## config.mk

```make
export PLATFORM = sky130hd
export DESIGN_NAME = vec_wb_serializer
export DESIGN_NICKNAME = d
export VERILOG_FILES = /design/src/rtl/vec_pkg.sv /design/src/rtl/vec_wb_serializer.sv
export SDC_FILE = /design/constraint.sdc
export NUM_CORES = 1
export LEC_CHECK = 0
export ABC_AREA = 0
export CAP_MARGIN = 0
export CORE_AREA = 2 2 249 251
export CTS_BUF_LIST = sky130_fd_sc_hd__clkbuf_4
export DETAILED_ROUTE_END_ITERATION = 7
export DIE_AREA = 0 0 251 253
export GPL_TIMING_DRIVEN = 0
export PLACE_DENSITY_LB_ADDON = 0.2
export SYNTH_ARGS = -nofsm -noshare
export SYNTH_HDL_FRONTEND = slang
export SYNTH_SLANG_ARGS = --single-unit
```

## constraint.sdc

```tcl
create_clock -name clk -period 2.1 [get_ports clk]
set_input_delay 0.63 -clock clk [delete_from_list [all_inputs] [get_ports clk]]
set_output_delay 0.63 -clock clk [all_outputs]
set_load 0.01 [all_outputs]
```

## src/rtl/vec_pkg.sv

```systemverilog
// Shared vector-unit types and default widths.
// Used by the vector execute and writeback stages.
package vec_pkg;

  localparam int VEC_DATA_W = 256;
  localparam int VEC_BEAT_W = 64;
  localparam int VEC_FLAG_W = 64;
  localparam int VEC_ADDR_W = 3;
  localparam int VEC_BEATS  = VEC_DATA_W / VEC_BEAT_W;

  typedef enum logic [2:0] {
    OP_ADD = 3'd0,
    OP_SUB = 3'd1,
    OP_AND = 3'd2,
    OP_OR  = 3'd3,
    OP_XOR = 3'd4,
    OP_SLL = 3'd5,
    OP_SRL = 3'd6,
    OP_MUL = 3'd7
  } alu_op_t;

  typedef enum logic {
    IDLE = 1'b0,
    SEND = 1'b1
  } wb_state_t;

  typedef struct packed {
    logic [VEC_DATA_W-1:0] result;
    logic [VEC_FLAG_W-1:0] flags;
    logic [VEC_ADDR_W-1:0] rd;
    logic                  scalar;
  } vec_result_t;

endpackage

```

## src/rtl/vec_wb_serializer.sv

```systemverilog
// Vector writeback: splits one ALU result into
// register-file beats, then commits the flags.
module vec_wb_serializer
  import vec_pkg::*;
#(
  parameter int DATA_W = VEC_DATA_W,
  parameter int BEAT_W = VEC_BEAT_W,
  parameter int FLAG_W = VEC_FLAG_W,
  parameter int ADDR_W = VEC_ADDR_W,
  localparam int BEATS = DATA_W / BEAT_W,
  localparam int BIW   =
    (BEATS > 1) ? $clog2(BEATS) : 1
) (
  input  logic              clk,
  input  logic              rst,
  input  logic              in_valid,
  output logic              in_ready,
  input  logic [DATA_W-1:0] in_result,
  input  logic [FLAG_W-1:0] in_flags,
  input  logic [ADDR_W-1:0] in_rd,
  input  logic              in_scalar,
  output logic              wr_en,
  input  logic              wr_ready,
  output logic [ADDR_W-1:0] wr_addr,
  output logic [BIW-1:0]    wr_beat,
  output logic [BEAT_W-1:0] wr_data,
  output logic [FLAG_W-1:0] flags_q,
  output logic              done
);

  wb_state_t         r_state;
  logic [DATA_W-1:0] r_res;
  logic [FLAG_W-1:0] r_flags;
  logic              r_scalar;

  logic              r_in_ready;
  logic              r_wr_en;
  logic [ADDR_W-1:0] r_wr_addr;
  logic [BIW-1:0]    r_wr_beat;
  logic [BEAT_W-1:0] r_wr_data;
  logic [FLAG_W-1:0] r_flags_q;
  logic              r_done;

  logic [BIW-1:0]    w_last;
  logic              w_is_last;
  logic [BIW-1:0]    w_next;
  logic [BEAT_W-1:0] w_next_data;

  // Final beat index and the following beat's payload.
  always_comb begin
    w_last      = r_scalar ? '0 : BIW'(BEATS - 1);
    w_is_last   = (r_wr_beat == w_last);
    w_next      = r_wr_beat + 1'b1;
    w_next_data =
      r_res[int'(w_next) * BEAT_W +: BEAT_W];
  end

  // Accept in IDLE, stream beats in SEND, commit on last.
  always_ff @(posedge clk) begin
    if (rst) begin
      r_state    <= IDLE;
      r_res      <= '0;
      r_flags    <= '0;
      r_scalar   <= 1'b0;
      r_in_ready <= 1'b1;
      r_wr_en    <= 1'b0;
      r_wr_addr  <= '0;
      r_wr_beat  <= '0;
      r_wr_data  <= '0;
      r_flags_q  <= '0;
      r_done     <= 1'b0;
    end else begin
      r_done <= 1'b0;
      unique case (r_state)
        IDLE: begin
          if (in_valid && r_in_ready) begin
            r_res      <= in_result;
            r_flags    <= in_flags;
            r_scalar   <= in_scalar;
            r_wr_en    <= 1'b1;
            r_wr_addr  <= in_rd;
            r_wr_beat  <= '0;
            r_wr_data  <= in_result[BEAT_W-1:0];
            r_in_ready <= 1'b0;
            r_state    <= SEND;
          end
        end
        SEND: begin
          if (wr_ready) begin
            if (w_is_last) begin
              r_flags_q  <= r_flags;
              r_done     <= 1'b1;
              r_wr_en    <= 1'b0;
              r_in_ready <= 1'b1;
              r_state    <= IDLE;
            end else begin
              r_wr_beat <= w_next;
              r_wr_data <= w_next_data;
            end
          end
        end
        default: begin
          r_wr_en    <= 1'b0;
          r_in_ready <= 1'b1;
          r_state    <= IDLE;
        end
      endcase
    end
  end

  assign in_ready = r_in_ready;
  assign wr_en    = r_wr_en;
  assign wr_addr  = r_wr_addr;
  assign wr_beat  = r_wr_beat;
  assign wr_data  = r_wr_data;
  assign flags_q  = r_flags_q;
  assign done     = r_done;

endmodule

```

======== Word level (Yosys, flattened, before mapping) ========
Index checks and enable logic that the tools add are counted.
storage, ports and cells
  register bits after elaboration ......... 458
  bits of input ports ..................... 328
  output and inout port bits .............. 136
  word-level logic and storage cells ...... 48
cells by class
  add/subtract/negate cells ............... 1
  equal/unequal tests ..................... 5
  shift operators ......................... 1
  mux-type cells .......................... 22
  bitwise gates (word level) .............. 2
  reductions and logical operators ........ 6
operators with widths
  operator                                                          count
  256-bit by 9-bit variable part select with 64-bit output          1
  64-bit two-way mux                                                3
  64-bit one-hot mux with 2 select lines                            1
  1-bit two-way mux                                                 10
  3-bit AND reduction                                               3
  2-bit two-way mux                                                 4
  2-bit != test (second input constant)                             3
  1-bit one-hot mux with 2 select lines                             3
  2-bit one-hot mux with 2 select lines                             1
  3-bit OR reduction                                                1
  2-bit by 1-bit adder with 2-bit output (second input constant)    1
  2-bit equality test                                               1
  2-bit by 1-bit != test with 1-bit output (second input constant)  1
  1-bit NOT                                                         2
  2-bit AND reduction                                               1
  1-bit logical AND                                                 1

======== Depth between registers and ports, before layout ========
  depth after elaboration ................. 5
  depth in mapped cells ................... 7
  mapped depth without buffers ............ 4

======== Least setup slack after synthesis ========
OpenSTA, ideal clock, no wires.
  path kind ............................... in2reg
  start ................................... in wr_ready
  end ..................................... reg r_wr_data[14], in the netlist wr_data[14]
  setup time .............................. 132 ps
  arrival ................................. 1703 ps
  path slack .............................. 265 ps
  cell stages on the path ................. 6
  cells stage by stage .................... nor2b_1 > or4_4 > buf_6 > buf_6 > nor3_1 > nor3_1
between the ends
  word-level cells in the longest chain between the ends .. 2
RTL lines
  item                           line                     RTL
  start, declared                vec_wb_serializer.sv:23  input logic wr_ready,
  2-bit != test (no line)        n/a
  3-bit AND reduction (no line)  n/a
  end signal, assigned           vec_wb_serializer.sv:83  r_wr_data <= in_result[BEAT_W-1:0];
  end signal, assigned           vec_wb_serializer.sv:98  r_wr_data <= w_next_data;
  end, declared                  vec_wb_serializer.sv:40  logic [BEAT_W-1:0] r_wr_data;
No other way between the ends.
A chain may end at the register's enable or synchronous reset.

======== Final worst setup path ========
  start ................................... reg r_wr_beat[0], in the netlist wr_beat[0]
  end ..................................... reg r_wr_data[55], in the netlist wr_data[55]
between the ends
  word-level cells in the longest chain between the ends .. 5
  elaborated cells between the ends (all ways) .. 8
  those cells by class .................... 1 x add/sub; 2 x eq/ne; 1 x shift; 3 x mux; 1 x reduce/logical
RTL lines
  item                                                      line                     RTL
  start, declared                                           vec_wb_serializer.sv:39  logic [BIW-1:0] r_wr_beat;
  start signal, assigned                                    vec_wb_serializer.sv:97  r_wr_beat <= w_next;
  2-bit by 1-bit adder with 2-bit output                    vec_wb_serializer.sv:53  w_next = r_wr_beat + 1'b1;
  256-bit by 9-bit variable part select with 64-bit output  vec_wb_serializer.sv:55  r_res[int'(w_next) * BEAT_W +: BEAT_W];
  64-bit two-way mux                                        vec_wb_serializer.sv:90  if (w_is_last) begin
  64-bit two-way mux                                        vec_wb_serializer.sv:89  if (wr_ready) begin
  64-bit one-hot mux with 2 select lines                    vec_wb_serializer.sv:74  unique case (r_state)
Several ways; a longest one is shown, not always the timed one. The select of a mux whose other input is x is not followed.

==> flow_metrics.tcl <==
set metrics [dict create \
    startpoint "wr_beat[0]" \
    drtIter0Drc 701 \
    cp-start-kind "flop" \
    cts_max_path_buffers 3 \
    p_sw_mw 6.32 \
    cts-root-buf "clkbuf_4" \
    stdcell_count 3782 \
    rsz0062_at_grt "yes" \
    synth_cell_types 27 \
    dp_cells 3537 \
    maxCapViolations 0 \
    async_reset_ff_share_pct 0 \
    ys_ff_latch 458 \
    h-tree-depth 4 \
    port_buffers 462 \
    slew_viol_final 0 \
    rrSetupSlack_ns 0.03 \
    clkPwrFrac_pct 38.0 \
    crit_end "wr_data[55]" \
    yosysTopAreaCellShare_pct 50.8 \
    cp_max_fo 10 \
    ioPinCount 464 \
    status "complete, no violations" \
    via_per_inst 4.77 \
    track_usage_pct 22.5 \
    drive_above_1_share_pct 21.5 \
    reg2reg_depth 7 \
    fin_crit_ns 2.07 \
    hold_viol 0 \
    timing.fmax_mhz 483 \
    hold_depth 3 \
    swShare_pct 29.1 \
    seq_area_frac_synth_pct 50.8 \
    yosysWarningCount 0 \
    syn_inst 2285 \
    vias 18000 \
    place_hpwl_um 54400 \
    antenna_found_initial 21 \
    maxSlewHeadroom_pct 40.4 \
    core_area_um2 61000 \
    dieArea_um2 63500 \
    r2r-start "wr_beat[0]" \
    ir_drop_v 0.000442 \
    cp.required_ns 2.87 \
    cts_hold_buf 0 \
    overflow 0 \
    worstSkewPairLatency_ns 0.97 \
    grt_pass1_vias 18100 \
    synth_top_cell_by_area "dfxtp_1" \
    setup_viol 0 \
    area_growth_pct 45.2 \
    nNetsFinal 3223 \
    synth_enable_flop_cells 0 \
    dieHeight_um 253 \
    synth.avg_cell_area_um2 7.89 \
    wire_per_inst_um 19.4 \
    muxShareOfSynthArea_pct 7.10 \
    numCtsBuffers 131 \
    routed_wirelength_um 73500 \
    power.density_nw_per_um2 829 \
    cts_tree "yes" \
    worstPathArrival_ns 2.84 \
    synth_simple_gate_area_share_pct 24.2 \
    final_common_cell "nand2_1" \
    yosys.area_share.xor_xnor_pct 0 \
    synth_area_um2 18000 \
    start_util_pct 29.6 \
    final_cell_mix "nand2_1, a21oi_1, clkdlybuf4s50_1" \
    dr.pass1.iters 4 \
    pre_cts_ws_ns -1.92 \
    skew_ns 0.0596 \
    placementRows 91 \
    synth-adder-area-share_pct 0 \
    postRouteAntennaNets 0 \
    timing.rr.end "wr_data[55]" \
    worstHoldPathType "in -> reg" \
    synthTopCellsByArea "dfxtp_1, nand2_1, a21oi_1" \
    die_w_um 251 \
    clock_sinks 458 \
    synth_ff_type "dfxtp_1" \
    grt_pass1_wl_um 108000 \
    finalWorstSetupSlack_ns 0.0277 \
    route.detailed.drc 0 \
    clkTransAtPathRegs_ns 0.06 \
    gp_congestion 0.846 \
    crit_type "reg -> reg" \
    timing.final.crit_share_pct 98.7 \
    synth_top_family_by_area "simple AND/OR/NAND/NOR gates" \
    synthesis.nets 2613 \
    grt_max_degree 17 \
    p_int_mw 15.4 \
    p_seq_share_pct 44.6 \
    end_kind "flop" \
    leakage_nw 9.62 \
    worst_pin_slew_ns 0.894 \
    combPwrFrac_pct 17.4 \
    synth_compound_area_share_pct 13.2 \
]
==> registers in the layout (all words and copies together) (netlist names) <==
| signal | count |
|---|---|
| done | 1 |
| flags_q | 64 |
| in_ready | 1 |
| r_flags | 64 |
| r_res | 256 |
| r_scalar | 1 |
| r_state | 1 |
| wr_addr | 3 |
| wr_beat | 2 |
| wr_data | 64 |
| wr_en | 1 |
==> cells in the mapped netlist, types with 2 or more instances <==
cell / number
nor3_2: 9
nand2b_1: 2
mux2i_1: 128
buf_2: 71
nor2b_1: 65
nand2_1: 779
o22ai_1: 64
a21oi_1: 391
nor3_1: 121
buf_6: 6
nor2_1: 67
dfxtp_1: 458
buf_1: 5
o21ai_0: 2
clkbuf_1: 105
==> power by group through the flow <==
| stage | clock [mW] | combinational (mW) | sequential [mW] |
|---|---|---|---|
| final | 8.25 | 3.78 | 9.69 |
| after global placement | 0 | 3.53 | 9.78 |
| after floorplan | 0 | 1.73 | 9.78 |
| after detailed placement | 0 | 3.57 | 9.80 |
| after CTS | 8.53 | 3.64 | 9.68 |
| after global routing | 9.00 | 4.12 | 9.74 |
==> how the worst min path moves through the flow <==
stage,startpoint,to,slack (ns)
floorplan,r_flags[0],flags_q[0],0.43
global placement,r_flags[17],flags_q[17],0.44
detailed placement,r_flags[24],flags_q[24],0.45
CTS,in_result[64],r_res[64],0.11
global route,in_result[217],r_res[217],0.13
finish,in_result[171],r_res[171],0.21
==> worst max-delay path, stage by stage, from the launching register on <==
cell,delay (ns)
dfxtp_2,0.34
buf_6,0.15
and4b_2,0.23
or4_4,0.59
buf_12,0.18
buf_12,0.16
nor3_2,0.17
nor3_1,0.07
==> metrics by stage <==
step           power, mW  cell area [um2]  util, %  hold WS (ns)  TNS (ns)
6_report            21.7            26200     42.9         0.214         0
5_1_grt             22.9            26200     42.9         0.132     -4.05
4_1_cts             21.9            25700     42.2         0.107     -4.17
3_5_place_dp        13.4            23700     38.8         0.445   -579.82
3_3_place_gp        13.3            23700     38.8         0.437   -580.52
2_1_floorplan       11.5            18000        -         0.432         0
==> routing by layer <==
metal  up-vias  wire length [um]  part of all wire [%]  GRT usage, %
met1      8433             30600                    42          26.7
met3       124              5820                   7.9          8.00
met5         -               183                  0.25             0
met2       563             35200                    48          37.5
met4        28              1700                   2.3          7.82
li1       8883                 -                     -             -
==> final cells by class <==
type | instances | area (um2)
repair buffers | 479 | 4950
flip-flops and latches | 458 | 9350
well taps | 790 | 988
multi-input cells | 1640 | 8310
fillers | 6156 | 34800
clock buffers | 187 | 1400
plain buffers | 185 | 965
diodes | 9 | 22.5
clock inverters | 34 | 198
==> what timing repair did <==
action	CTS	global route
endpoints found under the setup margin	591	318
buffers inserted	6	9
resized for setup	883	95
pin swaps	1	8
gates cloned	0	2
==> kinds of logic after synthesis <==
group / count (synthesis)
flops: 458
mux: 128
compound gates: 459
buf+inv: 187
simple gates: 1053
Note: power is estimated with default switching activity, not from simulation.
